**config.mk**
```make
export PLATFORM = sky130hd
export DESIGN_NAME = pipeline_hazard_ctrl
export DESIGN_NICKNAME = d
export VERILOG_FILES = /design/src/rtl/pipe_pkg.sv /design/src/rtl/stall_watchdog.sv /design/src/rtl/pipeline_hazard_ctrl.sv
export SDC_FILE = /design/constraint.sdc
export NUM_CORES = 1
export LEC_CHECK = 0
export ABC_AREA = 0
export BUFFER_PORTS_ARGS = -buffer_cell sky130_fd_sc_hd__buf_4
export CAP_MARGIN = 25
export CORE_UTILIZATION = 46
export DETAILED_ROUTE_END_ITERATION = 6
export GPL_ROUTABILITY_DRIVEN = 0
export PLACE_DENSITY = 0.89
export SLEW_MARGIN = 20
export SYNTH_ARGS = -nofsm -noshare
export SYNTH_HDL_FRONTEND = slang
export SYNTH_HIERARCHICAL = 1
export SYNTH_SLANG_ARGS = --single-unit
```
**constraint.sdc**
```tcl
create_clock -name clk -period 3.25 [get_ports clk]
set_input_delay 0.1625 -clock clk [delete_from_list [all_inputs] [get_ports clk]]
set_output_delay 0.1625 -clock clk [all_outputs]
set_load 0.03 [all_outputs]
```
**src/rtl/pipe_pkg.sv**
```systemverilog
// ----------------------------------------------------------------------------
// pipe_pkg
// Shared definitions for the in-order pipeline control slice.
//   NUM_STAGES  : number of pipeline stages (0 = IF youngest, NUM_STAGES-1 = WB)
//   ST_*        : stage index constants
//   NOP_INSTR   : instruction word loaded by a pipeline register when bubbled
//   stage_vec_t : one bit per stage
//   suffix_or() : bit i = OR of bits i..NUM_STAGES-1 (stage i or anything older)
// ----------------------------------------------------------------------------
package pipe_pkg;

   localparam int NUM_STAGES = 5;

   localparam int ST_IF  = 0;
   localparam int ST_ID  = 1;
   localparam int ST_EX  = 2;
   localparam int ST_MEM = 3;
   localparam int ST_WB  = 4;

   // addi x0, x0, 0 -- the canonical NOP that bubble muxes insert
   localparam logic [31:0] NOP_INSTR = 32'h0000_0013;

   typedef logic [NUM_STAGES-1:0] stage_vec_t;

   // Older-to-younger propagation: a request at stage i affects stage i and
   // every younger stage, so each bit collects its own and all older bits.
   function automatic stage_vec_t suffix_or(input stage_vec_t v);
      stage_vec_t m;
      logic       acc;
      acc = 1'b0;
      m   = '0;
      for (int i = NUM_STAGES - 1; i >= 0; i--) begin
         acc  = acc | v[i];
         m[i] = acc;
      end
      return m;
   endfunction

endpackage

```
**src/rtl/stall_watchdog.sv**
```systemverilog
// ----------------------------------------------------------------------------
// stall_watchdog
// Counts consecutive cycles in which the front of the pipeline is frozen and
// raises a sticky timeout once the run length reaches WDOG_CYC.
//   clk, rst_n     : clock / asynchronous active-low reset
//   advance        : stage 0 loads this cycle (clears the run counter)
//   wdog_clr       : clears the sticky timeout (a same-cycle set wins)
//   stall_cnt      : current run length, saturating at all-ones
//   stall_timeout  : sticky watchdog flag
// ----------------------------------------------------------------------------
module stall_watchdog #(
   parameter int WDOG_CYC = 64,
   parameter int CNT_W    = $clog2(WDOG_CYC + 1)
) (
   input  logic             clk,
   input  logic             rst_n,
   input  logic             advance,
   input  logic             wdog_clr,
   output logic [CNT_W-1:0] stall_cnt,
   output logic             stall_timeout
);

   localparam logic [CNT_W-1:0] CNT_MAX  = '1;
   localparam logic [CNT_W-1:0] WDOG_VAL = CNT_W'(WDOG_CYC);

   logic [CNT_W-1:0] cnt_reg, cnt_next;
   logic             timeout_reg, timeout_next;
   logic             wdog_hit;

   always_comb begin
      cnt_next = cnt_reg;
      if (advance) begin
         cnt_next = '0;
      end else if (cnt_reg != CNT_MAX) begin
         cnt_next = cnt_reg + CNT_W'(1);
      end
   end

   // Fire only on the transition onto WDOG_VAL so a counter parked at
   // saturation (when WDOG_CYC equals the max) does not re-arm after a clear.
   assign wdog_hit     = !advance && (cnt_next == WDOG_VAL) && (cnt_reg != WDOG_VAL);
   assign timeout_next = wdog_hit | (timeout_reg & !wdog_clr);

   always_ff @(posedge clk or negedge rst_n) begin
      if (!rst_n) begin
         cnt_reg     <= '0;
         timeout_reg <= 1'b0;
      end else begin
         cnt_reg     <= cnt_next;
         timeout_reg <= timeout_next;
      end
   end

   assign stall_cnt     = cnt_reg;
   assign stall_timeout = timeout_reg;

endmodule

```
**src/rtl/pipeline_hazard_ctrl.sv**
```systemverilog
// ----------------------------------------------------------------------------
// pipeline_hazard_ctrl
// Per-stage hold/advance and bubble control for an in-order pipeline.
//   clk, rst_n     : clock / asynchronous active-low reset
//   stall_req      : level, bit i = stage i cannot complete this cycle
//   flush_req      : pulse, bit k = stage k redirects and kills stages 0..k-1
//   lu_hazard      : pulse from decode, starts an LU_STALL_CYC-cycle freeze of
//                    stages 0..LU_STAGE (ignored while one is in progress)
//   wdog_clr       : clears the sticky stall_timeout
//   stage_en       : bit i = stage i register loads (bit 0 = PC write)
//   bubble         : bit i = stage i loads a NOP instead of stage i-1 data
//   pc_write       : stage_en[0]
//   stall_active   : any stage frozen this cycle (after flush override)
//   stall_cnt      : consecutive frozen cycles of stage 0 (saturating)
//   stall_timeout  : sticky watchdog flag
// All outputs are combinational from the inputs plus registered state.
// While rst_n is low the outputs are forced to a safe "all bubble" pattern.
// ----------------------------------------------------------------------------
module pipeline_hazard_ctrl
   import pipe_pkg::*;
#(
   parameter int  LU_STAGE     = ST_ID,
   parameter int  LU_STALL_CYC = 1,
   parameter int  WDOG_CYC     = 64,
   localparam int CNT_W        = $clog2(WDOG_CYC + 1)
) (
   input  logic                  clk,
   input  logic                  rst_n,
   input  logic [NUM_STAGES-1:0] stall_req,
   input  logic [NUM_STAGES-1:0] flush_req,
   input  logic                  lu_hazard,
   input  logic                  wdog_clr,
   output logic [NUM_STAGES-1:0] stage_en,
   output logic [NUM_STAGES-1:0] bubble,
   output logic                  pc_write,
   output logic                  stall_active,
   output logic [CNT_W-1:0]      stall_cnt,
   output logic                  stall_timeout
);

   // lu_cnt holds the remaining stall cycles after the current one, so its
   // largest value is LU_STALL_CYC-1.
   localparam int LU_W = (LU_STALL_CYC > 1) ? $clog2(LU_STALL_CYC) : 1;

   logic [LU_W-1:0] lu_cnt_reg, lu_cnt_next;
   logic            lu_idle;
   logic            lu_cancel;
   logic            lu_active;

   stage_vec_t stall_older;   // bit i: stage i or an older stage is stalled
   stage_vec_t flush_kill;    // bit j: some stage older than j redirects
   stage_vec_t frz;           // freeze before the flush override
   stage_vec_t en_int;
   stage_vec_t bub_int;

   assign stall_older = suffix_or(stall_req);
   // Shifting the suffix-OR down by one excludes the redirecting stage itself:
   // a flush at k kills strictly younger stages, and the oldest k dominates.
   assign flush_kill  = suffix_or(flush_req) >> 1;

   assign lu_idle   = (lu_cnt_reg == '0);
   // A redirect from beyond the consumer stage makes the dependent
   // instruction dead, so the load-use stall is abandoned this same cycle.
   assign lu_cancel = flush_kill[LU_STAGE];
   assign lu_active = !lu_cancel && (!lu_idle || lu_hazard);

   always_comb begin
      lu_cnt_next = lu_cnt_reg;
      if (lu_cancel) begin
         lu_cnt_next = '0;
      end else if (!lu_idle) begin
         lu_cnt_next = lu_cnt_reg - LU_W'(1);
      end else if (lu_hazard) begin
         lu_cnt_next = LU_W'(LU_STALL_CYC - 1);
      end
   end

   always_ff @(posedge clk or negedge rst_n) begin
      if (!rst_n) begin
         lu_cnt_reg <= '0;
      end else begin
         lu_cnt_reg <= lu_cnt_next;
      end
   end

   // Per-stage freeze / flush priority network.
   genvar gi;
   generate
      for (gi = 0; gi < NUM_STAGES; gi++) begin : g_stage
         logic normal_bub;

         if (gi <= LU_STAGE) begin : g_lu
            assign frz[gi] = stall_older[gi] | lu_active;
         end else begin : g_nolu
            assign frz[gi] = stall_older[gi];
         end

         // A stage that advances while its younger neighbour holds would
         // otherwise re-capture that neighbour's (stale) data: insert a NOP.
         if (gi == 0) begin : g_first
            assign normal_bub = 1'b0;
         end else begin : g_rest
            assign normal_bub = frz[gi-1] & ~frz[gi];
         end

         // A killed stage loads a NOP unconditionally, overriding any freeze.
         assign en_int[gi]  = flush_kill[gi] | ~frz[gi];
         assign bub_int[gi] = flush_kill[gi] | normal_bub;
      end
   endgenerate

   assign stage_en     = rst_n ? en_int  : '0;
   assign bubble       = rst_n ? bub_int : '1;
   assign pc_write     = stage_en[ST_IF];
   assign stall_active = rst_n & (|(frz & ~flush_kill));

   stall_watchdog #(
      .WDOG_CYC (WDOG_CYC),
      .CNT_W    (CNT_W)
   ) u_stall_watchdog (
      .clk           (clk),
      .rst_n         (rst_n),
      .advance       (stage_en[ST_IF]),
      .wdog_clr      (wdog_clr),
      .stall_cnt     (stall_cnt),
      .stall_timeout (stall_timeout)
   );

endmodule

```
; ---- Word level (Yosys, flattened, before mapping)
; Index checks and enable logic that the tools add are counted.
[totals]
regBits = 9
latch_bits = 0
mem_bits_rw = 0
mem_bits_ro = 0
inputBits = 14
out_inout_bits = 20
word_cells = 52
mem_count = 0
[op_classes]
n_addsub = 2
mul = 0
div = 0
magnitude_cmp = 0
eq_ne = 3
shifts = 0
muxes = 6
bitwise_logic = 30
n_reduce_logical = 8
[ops]
columns = operator, count
row1 = 1-bit bitwise OR, 17
row2 = 7-bit 2-to-1 mux, 2
row3 = "7-bit != test, second input constant", 2
row4 = 5-bit 2-to-1 mux, 2
row5 = "7-bit by 1-bit adder with 7-bit output, second input constant", 1
row6 = "7-bit == test, second input constant", 1
row7 = 1-bit AND, 6
row8 = 5-bit AND, 1
row9 = 1-bit NOT, 5
row10 = 4-bit NOT with 5-bit output, 1
row11 = 5-bit OR reduction, 1
row12 = 1-bit logical AND, 3
row13 = 1-bit logical NOT, 3
row14 = 1-bit 2-to-1 mux, 2
row15 = 1-bit logical OR, 1
row16 = "1-bit subtractor, second input constant", 1

; ---- Longest topological paths before layout
[logic_depth]
depth_word = 13
ltp_mapped = 7
mapped_depth_nobuf = 6

; ---- Hierarchy
; Netlist, hierarchy kept.
[modules_own_cells]
columns = mod, n_inst, cells_each, area_each_um2, seq_area_each_um2
row1 = stall_watchdog, 1, 46, 455.4, 200.2
row2 = pipeline_hazard_ctrl, 1, 30, 163.9, 0.0

; ---- Worst setup path after synthesis
; No wires, ideal clock.
[synth_path]
kind = input port to flip-flop
from = in stall_req[2]
to = reg u_stall_watchdog.timeout_reg (netlist: u_stall_watchdog/stall_timeout)
setup_time_ns = 0.068
arrival_ns = 2.360
required_time_ns = 3.182
path_slack_ns = 0.823
path_stages = 7
path_buffers = 1
cell_sequence = or3_4 -> or4_1 -> a31oi_1 -> clkbuf_4 -> a211oi_2 -> a311oi_1 -> a32o_1
[synth_via]
elab_chain_cells = 12
elab_cells_between_ends = 13
cone_classes = eq/ne (1) / mux (2) / bitwise (7) / reduce/logical (3)
[synth_lines]
columns = element, line
row1 = "start, declared", pipeline_hazard_ctrl.sv:29  ; input logic [NUM_STAGES-1:0] stall_req,
row2 = 1-bit bitwise OR (3 in series), pipe_pkg.sv:33  ; acc = acc | v[i];
row3 = 1-bit bitwise OR, pipeline_hazard_ctrl.sv:93  ; assign frz[gi] = stall_older[gi] | lu_active;
row4 = 1-bit NOT, pipeline_hazard_ctrl.sv:107  ; assign en_int[gi] = flush_kill[gi] | ~frz[gi];
row5 = 1-bit bitwise OR, pipeline_hazard_ctrl.sv:107
row6 = 5-bit 2-to-1 mux, pipeline_hazard_ctrl.sv:112  ; assign stage_en = rst_n ? en_int : '0;
row7 = net pc_write, pipeline_hazard_ctrl.sv:35  ; output logic pc_write,
row8 = 7-bit 2-to-1 mux, stall_watchdog.sv:32  ; if (advance) begin
row9 = net u_stall_watchdog.cnt_next[3], stall_watchdog.sv:26  ; logic [CNT_W-1:0] cnt_reg, cnt_next;
row10 = 7-bit == test, stall_watchdog.sv:41  ; assign wdog_hit = !advance && (cnt_next == WDOG_VAL) && (cnt_reg != WDOG_VAL);
row11 = 1-bit logical AND (2 in series), stall_watchdog.sv:41
row12 = 1-bit bitwise OR, stall_watchdog.sv:42  ; assign timeout_next = wdog_hit | (timeout_reg & !wdog_clr);
row13 = net u_stall_watchdog.timeout_next, stall_watchdog.sv:27  ; logic timeout_reg, timeout_next;
row14 = "end signal, assigned", stall_watchdog.sv:50  ; timeout_reg <= timeout_next;
row15 = "end, declared", stall_watchdog.sv:27
; The timed path passes the listed nets, and every way through them passes these cells.

; ---- Worst setup path in the final report
[layout_path]
from = in stall_req[2]
to = reg u_stall_watchdog.timeout_reg (netlist: u_stall_watchdog/stall_timeout)
[layout_via]
elab_chain_cells = 12
elab_cells_between_ends = 13
cone_classes = eq/ne (1) / mux (2) / bitwise (7) / reduce/logical (3)
[layout_lines]
columns = element, line
row1 = 1-bit bitwise OR (3 in series), pipe_pkg.sv:33
row2 = 1-bit bitwise OR, pipeline_hazard_ctrl.sv:93
row3 = 1-bit NOT, pipeline_hazard_ctrl.sv:107
row4 = 1-bit bitwise OR, pipeline_hazard_ctrl.sv:107
row5 = 5-bit 2-to-1 mux, pipeline_hazard_ctrl.sv:112
row6 = 7-bit 2-to-1 mux, stall_watchdog.sv:32
row7 = net u_stall_watchdog.cnt_next[3], stall_watchdog.sv:26
row8 = 7-bit == test, stall_watchdog.sv:41
row9 = 1-bit logical AND (2 in series), stall_watchdog.sv:41
row10 = 1-bit bitwise OR, stall_watchdog.sv:42
row11 = net u_stall_watchdog.timeout_next, stall_watchdog.sv:27
; The timed path passes the listed nets, and every way through them passes these cells.

==> key figures <==
Synth
  – Synth Net Count: 92
  – Top_reg_cell synth: dfrtp_1
  – EDFF count, synth: 0
  – Syn Area/Cell: 8.15 sq um
  – YS warnings: 6
  – FF+latch count, synth: 8
  – Top post-synthesis cells by area: dfrtp_1 32%, inv_1 6.1%, nor2_1 6.1%, nand2_1 4.2%, a31oi_1 4.0%
  – Post-synthesis cell area: 619 sq um
  – Post-synthesis cell count: 76
  – Dominant cell type by area after synthesis: dfrtp_1
  – Post-synth top area share: 32.3%
  – Ys async rst share: 100%
  – Post-synthesis sequential area ratio: 32.3%
  – Post-synth cell types: 34

STA
  – Min cycle time layout: 1.91 ns
  – Slew Limit Fails: 0
  – Fmax: 523 MHz
  – Final Cycle Share: 58.8%
  – Skew final: 0.00319 ns
  – Hold_ws: 0.202 ns
  – Setup_tns: 0 ns
  – Fin worst setup slack: 1.34 ns
  – Worst Tran Pin Value: 0.482 ns
  – Endpoints failing hold: 0
  – Slew HR: 67.1%
  – Final setup fails: 0
  – Unrepaired setup endpoints after global routing: false

Cells and area
  – Most frequent cells in the layout: 33 x buf_4, 10 x nor2_1, 10 x inv_1
  – Final instance area: 902 sq um
  – Fraction of layout cells with a size suffix above 1: 36.0%
  – Area grow syn2layout: 45.7%
  – Final net count: 129
  – Final Util: 77.0%
  – Commonest non-fill, non-tap cell in the layout: buf_4
  – Fillers: 85
  – Diode count: 0

GRT
  – First-pass GRT wire length: 2620 um
  – Met1 Track Usage GR: 25.3%
  – Global routing's busiest layer: met2
  – GR Overflow Total: 0
  – GRT Total Usage: 26.0%
  – Routing usage on met3: 4.62%
  – Initial antenna violation count: 0
  – Vias in the first global route: 686
  – Pin count of the biggest net entering global routing: 16
  – Met2 global-route usage: 48.3%

Pwr
  – Sequential Power Share: 38.7%
  – P_int: 186 uW
  – P_leak: 0.457 nW
  – Cell Pwr Density: 317 nW/um^2
  – P_sw: 100 uW
  – Sw Ratio: 35.0%
  – VDD IR max: 0.000222 V
  – Logic pwr share: 34.7%
  – Power share of the clock group: 26.5%

Floorplanning
  – Core area: 1170 sq um
  – Die Area: 1500 sq um
  – I/O pins: 34
  – # rows: 12
  – Die X: 38.7 um
  – Initial Util: 52.9%
  – Die Y: 38.7 um

Place
  – Cell Area, Placed: 870 sq um
  – Input/output buffers: 32
  – Pre-CTS setup slack: 1.10 ns
  – DP Wirelength: 1350 um

Critical path
  – Path type of the worst setup path: in2reg
  – CP startpoint kind: primary input
  – CP required: 3.44 ns
  – Critical Path AT: 2.10 ns
  – Crit. End Element: flop
  – R2R Setup Slk: 1.44 ns
  – Crit path max fanout: 8

Clock tree
  – Clk_lat worst skew: 0.26 ns
  – CTS tree: yes
  – CTS clk-pin slew, worst paths: 0.05 ns
  – CTS resizes: 0
  – Inserted Clock Buffers: 3
  – Number of hold-repair buffers added at the cts stage: 1
  – Clk sinks: 8
  – Maximum clock path buffer count: 2
  – H-tree level count: 1
  – # Post-CTS Setup Buffers: 0
  – Root buffer cell: clkbuf_4

Flow run
  – Max-cap violation count: 0

Drt
  – Initial DRC count: 35
  – DR DRC count: 0
  – Total Routed Length: 1800 um
  – Post-route antenna net violation count: 0
  – Via/cell ratio: 6.04
  – WL/cell: 14.4 um
  – DR vias: 755
  – 1st-pass router iterations: 4

Status
  – Status: finished, final reports clean

Min path
  – Hold Crit Class: in2reg
## path summary, 6_finish.rpt
kind                                           startpoint                        endpoint  depth (start not counted)
setup / recovery                             stall_req[2]  u_stall_watchdog/stall_timeout                          8
hold / removal                                   wdog_clr  u_stall_watchdog/stall_timeout                          3
setup reg to reg            u_stall_watchdog/stall_cnt[1]  u_stall_watchdog/stall_timeout                          4
hold reg to reg            u_stall_watchdog/stall_timeout  u_stall_watchdog/stall_timeout                          1
max in group asynchronous                           rst_n   u_stall_watchdog/stall_cnt[3]                          2
min in group asynchronous                           rst_n   u_stall_watchdog/stall_cnt[5]                          2
## sequential cells by signal (all words and copies together) (netlist names)
| signal | count |
|---|---|
| u_stall_watchdog/stall_cnt | 7 |
| u_stall_watchdog/stall_timeout | 1 |
## metal layers
layer / share of wire [%] / vias to the layer above
met5: 0 / -
met1: 38 / 341
met4: 2.2 / 0
li1: - / 356
met3: 8.6 / 6
met2: 51 / 52
## per-stage QoR
step	std cells	power, mW
finish	125	0.286
global route	125	0.300
CTS	125	0.285
detailed placement	121	0.209
global placement	121	0.206
floorplan	76	0.166
## power groups by stage
| stage | logic [mW] | clock network, mW | registers (mW) |
|---|---|---|---|
| detailed placement | 0.0967 | 0 | 0.112 |
| CTS | 0.0978 | 0.0770 | 0.111 |
| global route | 0.105 | 0.0831 | 0.112 |
| global placement | 0.0941 | 0 | 0.112 |
| finish | 0.0991 | 0.0758 | 0.111 |
| floorplan | 0.0466 | 0 | 0.119 |
## cell families after synthesis
family	synth area share, %
buffers and inverters	8.49
adders and majority gates	4.04
DFF	32.3
xor gates and xnor gates	1.41
muxes	1.62
and+or+nand+nor	28.7
AOI/OAI and AO/OA	23.4
## synthesized netlist by cell type (2+ instances only)
| master | count |
|---|---|
| inv_1 | 10 |
| nor2_1 | 10 |
| dfrtp_1 | 8 |
| nand2_1 | 7 |
| a31oi_1 | 4 |
| a21oi_1 | 3 |
| nand3_1 | 3 |
| a2111oi_0 | 2 |
| ha_1 | 2 |
| nor3_1 | 2 |
| o21ai_0 | 2 |
## critical path, stage by stage
cell and delay, ns:
buf_4 0.12, or3_4 0.40, or4_1 0.40, a31oi_1 0.30
buf_4 0.22, a211oi_2 0.05, a311oi_1 0.25, a32o_1 0.20
## area by class of cell
class                   instances  area [sq um]  share of cell area, %
multi-input cells              56           367                   40.6
clock buffers                   3          22.5                   2.50
flip-flops and latches          8           200                   22.2
inverters                      10          37.5                   4.16
well taps                      14          17.5                   1.94
repair buffers                 34           258                   28.6
No activity file was read; power rests on OpenSTA's default activity.
